$ cat config.mk
export PLATFORM = sky130hd
export DESIGN_NAME = unified_mem_arbiter_flat
export DESIGN_NICKNAME = d
export VERILOG_FILES = /design/src/rtl/unified_mem_arbiter_if.sv /design/src/rtl/unified_mem_arbiter.sv /design/src/flat_wrapper.sv
export SDC_FILE = /design/constraint.sdc
export NUM_CORES = 1
export LEC_CHECK = 0
export ABC_AREA = 0
export CORE_UTILIZATION = 45
export DETAILED_ROUTE_END_ITERATION = 10
export PLACE_DENSITY_LB_ADDON = 0.05
export SYNTH_ARGS = -nofsm -noshare
export SYNTH_HDL_FRONTEND = slang
export SYNTH_SLANG_ARGS = --single-unit
$ cat constraint.sdc
create_clock -name clk -period 2.45 [get_ports clk]
set_input_delay 0.49 -clock clk [delete_from_list [all_inputs] [get_ports clk]]
set_output_delay 0.49 -clock clk [all_outputs]
set_load 0.1 [all_outputs]
$ cat src/rtl/unified_mem_arbiter_if.sv
// Bus bundle between the fetch/memory stages, the arbiter and the shared backing memory.
interface unified_mem_arbiter_if #(
    parameter int unsigned DATA_WIDTH = 32,
    parameter int unsigned ADDR_WIDTH = 32
);
    logic                  i_req;
    logic [ADDR_WIDTH-1:0] i_addr;
    logic                  i_done;
    logic [DATA_WIDTH-1:0] i_rdata;
    logic                  d_req;
    logic                  d_we;
    logic                  d_byte;
    logic [ADDR_WIDTH-1:0] d_addr;
    logic [DATA_WIDTH-1:0] d_wdata;
    logic                  d_done;
    logic [DATA_WIDTH-1:0] d_rdata;
    logic                  mem_req;
    logic                  mem_we;
    logic                  mem_byte;
    logic [ADDR_WIDTH-1:0] mem_addr;
    logic [DATA_WIDTH-1:0] mem_wdata;
    logic                  mem_ready;
    logic [DATA_WIDTH-1:0] mem_rdata;
    logic                  stall_if;
    logic                  stall_mem;
    logic                  err;

    // Arbiter side
    modport slave (
        input  i_req, i_addr, d_req, d_we, d_byte, d_addr, d_wdata, mem_ready, mem_rdata,
        output i_done, i_rdata, d_done, d_rdata, mem_req, mem_we, mem_byte, mem_addr,
        output mem_wdata, stall_if, stall_mem, err
    );

    // Core/memory side
    modport master (
        output i_req, i_addr, d_req, d_we, d_byte, d_addr, d_wdata, mem_ready, mem_rdata,
        input  i_done, i_rdata, d_done, d_rdata, mem_req, mem_we, mem_byte, mem_addr,
        input  mem_wdata, stall_if, stall_mem, err
    );
endinterface

$ cat src/rtl/unified_mem_arbiter.sv
// Shares one single-port memory between instruction fetch and data access:
// data-first priority, bounded fetch starvation, req/ready sequencing with timeout.
module unified_mem_arbiter #(
    parameter int unsigned DATA_WIDTH  = 32,
    parameter int unsigned ADDR_WIDTH  = 32,
    parameter int unsigned MAX_DGRANTS = 4,
    parameter int unsigned TIMEOUT     = 64
) (
    input  logic                  clk,
    input  logic                  rst,
    unified_mem_arbiter_if.slave  bus
);
    localparam int unsigned DCNT_W = $clog2(MAX_DGRANTS + 1);
    localparam int unsigned TCNT_W = $clog2(TIMEOUT);

    typedef enum logic [1:0] {IDLE, WAIT, RESP} state_t;

    state_t                state;
    state_t                state_next;
    logic                  owner_d;
    logic [DCNT_W-1:0]     dcnt;
    logic [TCNT_W-1:0]     tcnt;
    logic                  grant_d_c;
    logic                  grant_i_c;
    logic                  ready_c;
    logic                  timeout_c;
    logic                  finish_c;
    logic [ADDR_WIDTH-1:0] grant_addr_c;
    logic [DATA_WIDTH-1:0] grant_wdata_c;
    logic [DATA_WIDTH-1:0] rdata_c;

    assign bus.stall_if  = bus.i_req & ~bus.i_done;
    assign bus.stall_mem = bus.d_req & ~bus.d_done;

    always_ff @(posedge clk) begin
        if (rst) state <= IDLE;
        else     state <= state_next;
    end

    // Arbitration, handshake completion and timeout decisions
    always_comb begin
        state_next = state;
        grant_d_c  = 1'b0;
        grant_i_c  = 1'b0;
        ready_c    = 1'b0;
        timeout_c  = 1'b0;
        unique case (state)
            IDLE: begin
                if (bus.d_req && !(bus.i_req && dcnt == DCNT_W'(MAX_DGRANTS))) begin
                    grant_d_c  = 1'b1;
                    state_next = WAIT;
                end else if (bus.i_req) begin
                    grant_i_c  = 1'b1;
                    state_next = WAIT;
                end
            end
            WAIT: begin
                if (bus.mem_ready) begin
                    ready_c    = 1'b1;
                    state_next = RESP;
                end else if (tcnt == TCNT_W'(TIMEOUT - 1)) begin
                    timeout_c  = 1'b1;
                    state_next = RESP;
                end
            end
            RESP:    state_next = IDLE;
            default: state_next = IDLE;
        endcase
        finish_c      = ready_c | timeout_c;
        grant_addr_c  = grant_d_c ? bus.d_addr : bus.i_addr;
        grant_wdata_c = grant_d_c ? bus.d_wdata : '0;
        rdata_c       = ready_c ? bus.mem_rdata : '0;
    end

    // Latched request, memory-side outputs and per-owner responses
    always_ff @(posedge clk) begin
        if (rst) begin
            owner_d       <= 1'b0;
            dcnt          <= '0;
            tcnt          <= '0;
            bus.mem_req   <= 1'b0;
            bus.mem_we    <= 1'b0;
            bus.mem_byte  <= 1'b0;
            bus.mem_addr  <= '0;
            bus.mem_wdata <= '0;
            bus.i_done    <= 1'b0;
            bus.d_done    <= 1'b0;
            bus.i_rdata   <= '0;
            bus.d_rdata   <= '0;
            bus.err       <= 1'b0;
        end else begin
            bus.i_done <= 1'b0;
            bus.d_done <= 1'b0;
            if (grant_d_c || grant_i_c) begin
                owner_d       <= grant_d_c;
                bus.mem_req   <= 1'b1;
                bus.mem_we    <= grant_d_c & bus.d_we;
                bus.mem_byte  <= grant_d_c & bus.d_byte;
                bus.mem_addr  <= grant_addr_c;
                bus.mem_wdata <= grant_wdata_c;
            end
            if (finish_c) begin
                bus.mem_req  <= 1'b0;
                bus.mem_we   <= 1'b0;
                bus.mem_byte <= 1'b0;
                if (owner_d) begin
                    bus.d_done <= 1'b1;
                    if (!bus.mem_we) bus.d_rdata <= rdata_c;
                end else begin
                    bus.i_done  <= 1'b1;
                    bus.i_rdata <= rdata_c;
                end
            end
            if (timeout_c) bus.err <= 1'b1;

            if (state == WAIT && !finish_c) tcnt <= tcnt + TCNT_W'(1);
            else                            tcnt <= '0;

            // Streak of data grants while fetch is waiting
            if (!bus.i_req || grant_i_c)                          dcnt <= '0;
            else if (grant_d_c && dcnt != DCNT_W'(MAX_DGRANTS))   dcnt <= dcnt + DCNT_W'(1);
        end
    end
endmodule

$ cat src/flat_wrapper.sv
// flat-port wrapper written by rule: the top's interface ports become plain ports
module unified_mem_arbiter_flat 
#(
    parameter int unsigned DATA_WIDTH  = 32,
    parameter int unsigned ADDR_WIDTH  = 32,
    parameter int unsigned MAX_DGRANTS = 4,
    parameter int unsigned TIMEOUT     = 64
)
  (clk, rst, bus_i_req, bus_i_addr, bus_d_req, bus_d_we, bus_d_byte, bus_d_addr, bus_d_wdata, bus_mem_ready, bus_mem_rdata, bus_i_done, bus_i_rdata, bus_d_done, bus_d_rdata, bus_mem_req, bus_mem_we, bus_mem_byte, bus_mem_addr, bus_mem_wdata, bus_stall_if, bus_stall_mem, bus_err);
  unified_mem_arbiter_if #(.DATA_WIDTH(DATA_WIDTH), .ADDR_WIDTH(ADDR_WIDTH)) bus_i ();
  input  logic clk;
  input  logic rst;
  input wire logic [$bits(bus_i.i_req)-1:0] bus_i_req;
  input wire logic [$bits(bus_i.i_addr)-1:0] bus_i_addr;
  input wire logic [$bits(bus_i.d_req)-1:0] bus_d_req;
  input wire logic [$bits(bus_i.d_we)-1:0] bus_d_we;
  input wire logic [$bits(bus_i.d_byte)-1:0] bus_d_byte;
  input wire logic [$bits(bus_i.d_addr)-1:0] bus_d_addr;
  input wire logic [$bits(bus_i.d_wdata)-1:0] bus_d_wdata;
  input wire logic [$bits(bus_i.mem_ready)-1:0] bus_mem_ready;
  input wire logic [$bits(bus_i.mem_rdata)-1:0] bus_mem_rdata;
  output wire logic [$bits(bus_i.i_done)-1:0] bus_i_done;
  output wire logic [$bits(bus_i.i_rdata)-1:0] bus_i_rdata;
  output wire logic [$bits(bus_i.d_done)-1:0] bus_d_done;
  output wire logic [$bits(bus_i.d_rdata)-1:0] bus_d_rdata;
  output wire logic [$bits(bus_i.mem_req)-1:0] bus_mem_req;
  output wire logic [$bits(bus_i.mem_we)-1:0] bus_mem_we;
  output wire logic [$bits(bus_i.mem_byte)-1:0] bus_mem_byte;
  output wire logic [$bits(bus_i.mem_addr)-1:0] bus_mem_addr;
  output wire logic [$bits(bus_i.mem_wdata)-1:0] bus_mem_wdata;
  output wire logic [$bits(bus_i.stall_if)-1:0] bus_stall_if;
  output wire logic [$bits(bus_i.stall_mem)-1:0] bus_stall_mem;
  output wire logic [$bits(bus_i.err)-1:0] bus_err;
  assign bus_i.i_req = bus_i_req;
  assign bus_i.i_addr = bus_i_addr;
  assign bus_i.d_req = bus_d_req;
  assign bus_i.d_we = bus_d_we;
  assign bus_i.d_byte = bus_d_byte;
  assign bus_i.d_addr = bus_d_addr;
  assign bus_i.d_wdata = bus_d_wdata;
  assign bus_i.mem_ready = bus_mem_ready;
  assign bus_i.mem_rdata = bus_mem_rdata;
  assign bus_i_done = bus_i.i_done;
  assign bus_i_rdata = bus_i.i_rdata;
  assign bus_d_done = bus_i.d_done;
  assign bus_d_rdata = bus_i.d_rdata;
  assign bus_mem_req = bus_i.mem_req;
  assign bus_mem_we = bus_i.mem_we;
  assign bus_mem_byte = bus_i.mem_byte;
  assign bus_mem_addr = bus_i.mem_addr;
  assign bus_mem_wdata = bus_i.mem_wdata;
  assign bus_stall_if = bus_i.stall_if;
  assign bus_stall_mem = bus_i.stall_mem;
  assign bus_err = bus_i.err;
  unified_mem_arbiter #(.DATA_WIDTH(DATA_WIDTH), .ADDR_WIDTH(ADDR_WIDTH), .MAX_DGRANTS(MAX_DGRANTS), .TIMEOUT(TIMEOUT)) u_core (.clk(clk), .rst(rst), .bus(bus_i));
endmodule
==> flow_results.org <==
** Status
- Run status :: finished, final reports clean

** Placement
- Number of I/O port buffers :: between 200 and 300
- Detailed placement HPWL :: between 10 and 15 mm
- GPL Wtd Cong :: slightly above 0.9

** Power
- Across the VDD grid, the largest voltage drop is 0.000453 V.
- Summed over all cells, the static leakage comes to 3.44 nW.
- Power Total :: between 7 and 8 mW
- Total power density per cell area :: 805 mW/mm2

** STA
- Unrepaired setup endpoints after global routing :: false
- On the final layout, the worst clock skew is 0.00564 ns.
- Final TNS setup :: 0 ns
- Count of endpoints failing hold in the final timing report :: 0
- Fmax :: just under 500 MHz
- Headroom to the max-slew limit came out at 0.405.
- Time the final worst path needs with I/O delays and setup :: about 2.1 ns
- Number of max-slew violations in the final report :: 0
- Setup violations remaining at the end of the flow were counted as 0.
- Dividing the final minimum period by the clock period gives 0.850.
- For the pin with the worst max-slew slack, the measured transition is 0.891 ns.

** Finish
- The library cells used most frequently in the layout, excluding fill and tap cells, are sky130_fd_sc_hd__buf_4 (149), sky130_fd_sc_hd__dfxtp_1 (146), sky130_fd_sc_hd__clkdlybuf4s50_1 (132).
- Compared with the post-synthesis result, the final layout area differs by 50.7%.
- Number of nets in the final layout :: 1051
- Antenna fix cells :: 0
- The filler cells instantiated in the layout total 1036.
- The library cell used most frequently in the layout, excluding fill and tap cells, is sky130_fd_sc_hd__buf_4.
- Summing all multi-input logic gate instances after layout gives 0.00276 mm2.
- Register area :: around 0.003 mm2
- In the final layout, the share of cells above drive strength 1 is 0.220.

** Worst setup path
- Start-to-end type of the worst setup path :: in2out
- For the worst setup path, the data arrival time is roughly 1.6 ns.
- Worst r2r dst :: u_core.bus.mem_addr[24]
- Crit end category :: output port
- CP Cell Sequence :: clkdlybuf4s50_1 -> buf_4 -> inv_1 -> nor2_2 -> buf_12
- Worst flop-to-flop path startpoint :: u_core.state[1]
- The worst setup path is launched from a primary input.
- CP Buf/Inv Count :: 4
- Worst Reg-to-Reg Cells :: 4
- Required time of the critical path :: 1.96 ns
- Cell with the biggest individual delay on the critical path :: sky130_fd_sc_hd__clkdlybuf4s50_1
- Biggest fanout along the worst timing path :: 5
- Critical path's largest stage delay :: 0.51 ns
- Grouping stages by cell kind, the critical path spends the most delay in buffers and inverters.
- Setup slack of the worst register-to-register path :: around 0.46 ns

** Global routing
- The first global-routing pass estimated slightly above 30 mm of wire.
- Global routing finished with a remaining overflow of 0.
- In the global route stage, met2 resource usage came out at 0.446.
- Entering global routing, the biggest net connects 85 pins.
- Via count of the first global-routing pass :: 6065
- In the global route stage, overall resource usage came out at 0.274.
- Busiest metal layer after global routing :: met2
- For this run, global-route usage on met1 was measured as 0.349.
- The number of antenna violations at the first check in global routing is 0.
- GR Layer Usage met3 :: 0.0669

** Routing
- The count of nets left with antenna violations once routing finished came out at 0.
- Average wire per cell in the routed design :: approximately 18 um
- Violation count after the first detailed-routing iteration :: about 690
- The routed design has slightly below 20 mm of wire.
- Detailed routing inserted a total of 6619 vias.
- The pre-antenna-repair detailed-routing pass consisted of 5 iterations.
- After detailed routing, the number of remaining DRC violations is 0.
- Post-detailed-route via-to-cell ratio :: 6.01

** Synth
- Synthesis produced 686 cells.
- For this run, the register share of the synthesized area comes to 0.482.
- Synth warnings :: 0
- Each instance of the synthesized netlist takes up on average 8.83 um2.
- Syn nets :: 824
- Count of distinct cell types in the synthesized netlist :: 40
- Synthesized flop and latch total :: 146
- In the synthesized netlist the async set-or-reset flop fraction comes to 0.
- Count of flip-flops with a built-in enable after synthesis :: 0
- Post-synth design cell area :: 0.00606 mm2
- Most common flop cell mapped by yosys :: sky130_fd_sc_hd__dfxtp_1

** Floorplan
- The region available for standard cell placement spans about 0.013 mm2.
- The die is 118 um wide.
- Die H :: about 120 um
- Die footprint :: roughly 0.014 mm2
- IO Pins :: 271
- Initial Util :: 0.459
- Row generation in the floorplan step produced 42 rows.

** CTS
- Total clock buffers created by CTS :: 17
- The H-tree generated during clock tree synthesis spans 4 levels.
- Counting every sink on the clock net gives between 100 and 150.
- Post-CTS Hold Buffers :: 0
- Counting along the longest clock path gives a buffer depth of 2.
- Post-CTS repair timing setup buffer count :: 0
- Root buffer selected by CTS :: sky130_fd_sc_hd__clkbuf_16
- Post-cts gate resize count :: 0
- Clock-pin slew was measured on the worst setup and hold paths at 0.06 ns.
- Clock network latency to the later pin of the worst-skew pair :: 0.42 ns
- Clock tree from TritonCTS :: yes

** Min path
- Destination of the worst hold path :: u_core.bus.mem_req
- The startpoint identified for the worst hold timing path is rst.
- The min-delay analysis places its worst path in the category in2reg.
- Along the worst hold path, the cell count comes to 2.

** Job
- Max-cap check violation count :: 0
cells in the mapped netlist (2+ instances only):
cell	number	area [um2]
sky130_fd_sc_hd__buf_2	27	135
sky130_fd_sc_hd__o21ai_1	2	10.0
sky130_fd_sc_hd__and4bb_1	2	25.0
sky130_fd_sc_hd__clkbuf_1	46	173
sky130_fd_sc_hd__dfxtp_1	146	2920
sky130_fd_sc_hd__inv_1	8	30.0
sky130_fd_sc_hd__buf_4	5	37.5
sky130_fd_sc_hd__xor2_1	2	17.5
sky130_fd_sc_hd__nor2_2	2	12.5
sky130_fd_sc_hd__a21oi_1	101	505
sky130_fd_sc_hd__a221oi_1	4	35.0
sky130_fd_sc_hd__nand2_1	36	135
sky130_fd_sc_hd__and2_1	2	12.5
sky130_fd_sc_hd__and3_1	2	12.5
sky130_fd_sc_hd__ha_1	3	37.5
sky130_fd_sc_hd__buf_6	3	33.8
sky130_fd_sc_hd__o21ai_0	69	345
sky130_fd_sc_hd__nor2_1	8	30.0
sky130_fd_sc_hd__a31oi_1	32	200
sky130_fd_sc_hd__a311oi_1	96	841
sky130_fd_sc_hd__nand3_1	71	355
registers in the layout, summed over array words and instances (netlist names):
register,count
u_core.bus.mem_wdata,32
u_core.bus.mem_addr,32
u_core.bus.mem_req,1
u_core.state,2
u_core.bus.mem_byte,1
u_core.dcnt,3
u_core.bus.d_rdata,32
u_core.owner_d,1
u_core.tcnt,6
u_core.bus.mem_we,1
u_core.bus.i_done,1
u_core.bus.err,1
u_core.bus.i_rdata,32
u_core.bus.d_done,1
worst max-delay path by stage:
stage                     slack [ns]  startpoint                      end  cells after the start
after global placement          0.18   bus_i_req  u_core.bus.mem_addr[17]                      5
after global routing            0.31   bus_i_req             bus_stall_if                      5
final                           0.37   bus_i_req             bus_stall_if                      5
after CTS                       0.35   bus_i_req             bus_stall_if                      5
after detailed placement        0.12   bus_i_req  u_core.bus.mem_addr[24]                      5
after floorplan                 0.24   bus_d_req            bus_stall_mem                      4
power breakdown:
group / total, mW / internal [mW] / switching, mW
Clock: 2.60 / 1.58 / 1.02
Sequential: 2.62 / 2.53 / 0.0919
Combinational: 2.13 / 0.574 / 1.56
Total: 7.35 / 4.68 / 2.67
routing by layer:
layer,vias up,share of wire
met3,31,0.083
met4,0,0.021
met1,3137,0.40
met5,-,0
li1,3084,-
met2,367,0.49
layout make-up:
type	count	area share
Clock buffer	20	0.0511
Clock inverter	12	0.0143
Inverter	8	0.00329
Multi-Input combinational cell	450	0.302
Sequential cell	146	0.320
Tap cell	176	0.0241
Timing Repair Buffer	290	0.285
worst register-to-register path: stages (launching register included):
cell                       delay (ns)
sky130_fd_sc_hd__dfxtp_1         0.41
sky130_fd_sc_hd__or2_1           0.30
sky130_fd_sc_hd__nor2_2          0.70
sky130_fd_sc_hd__buf_4           0.34
sky130_fd_sc_hd__a311oi_1        0.12
kinds of logic (layout without fill, tap and decap cells):
kind of cell | Yosys count | after routing | synth area share
and+or+nand+nor | 136 | 136 | 0.113
adders and majority gates | 3 | 3 | 0.00620
DFF | 146 | 146 | 0.482
AOI/OAI and AO/OA | 308 | 308 | 0.326
xor gates and xnor gates | 3 | 3 | 0.00434
buffers and inverters | 90 | 330 | 0.0681
per-stage QoR:
step           hold slack (ns)  setup WS (ns)  cells  cell area [um2]  utilization
6_report                 0.315          0.368   1102             9130        0.692
5_1_grt                  0.306          0.310   1102             9130        0.692
4_1_cts                  0.298          0.349   1102             9130        0.692
3_5_place_dp             0.453          0.119   1070             8530        0.647
3_3_place_gp             0.431          0.182   1070             8530        0.647
2_1_floorplan            0.418          0.242    686             6060            -
(Power assumes the default switching activity.)
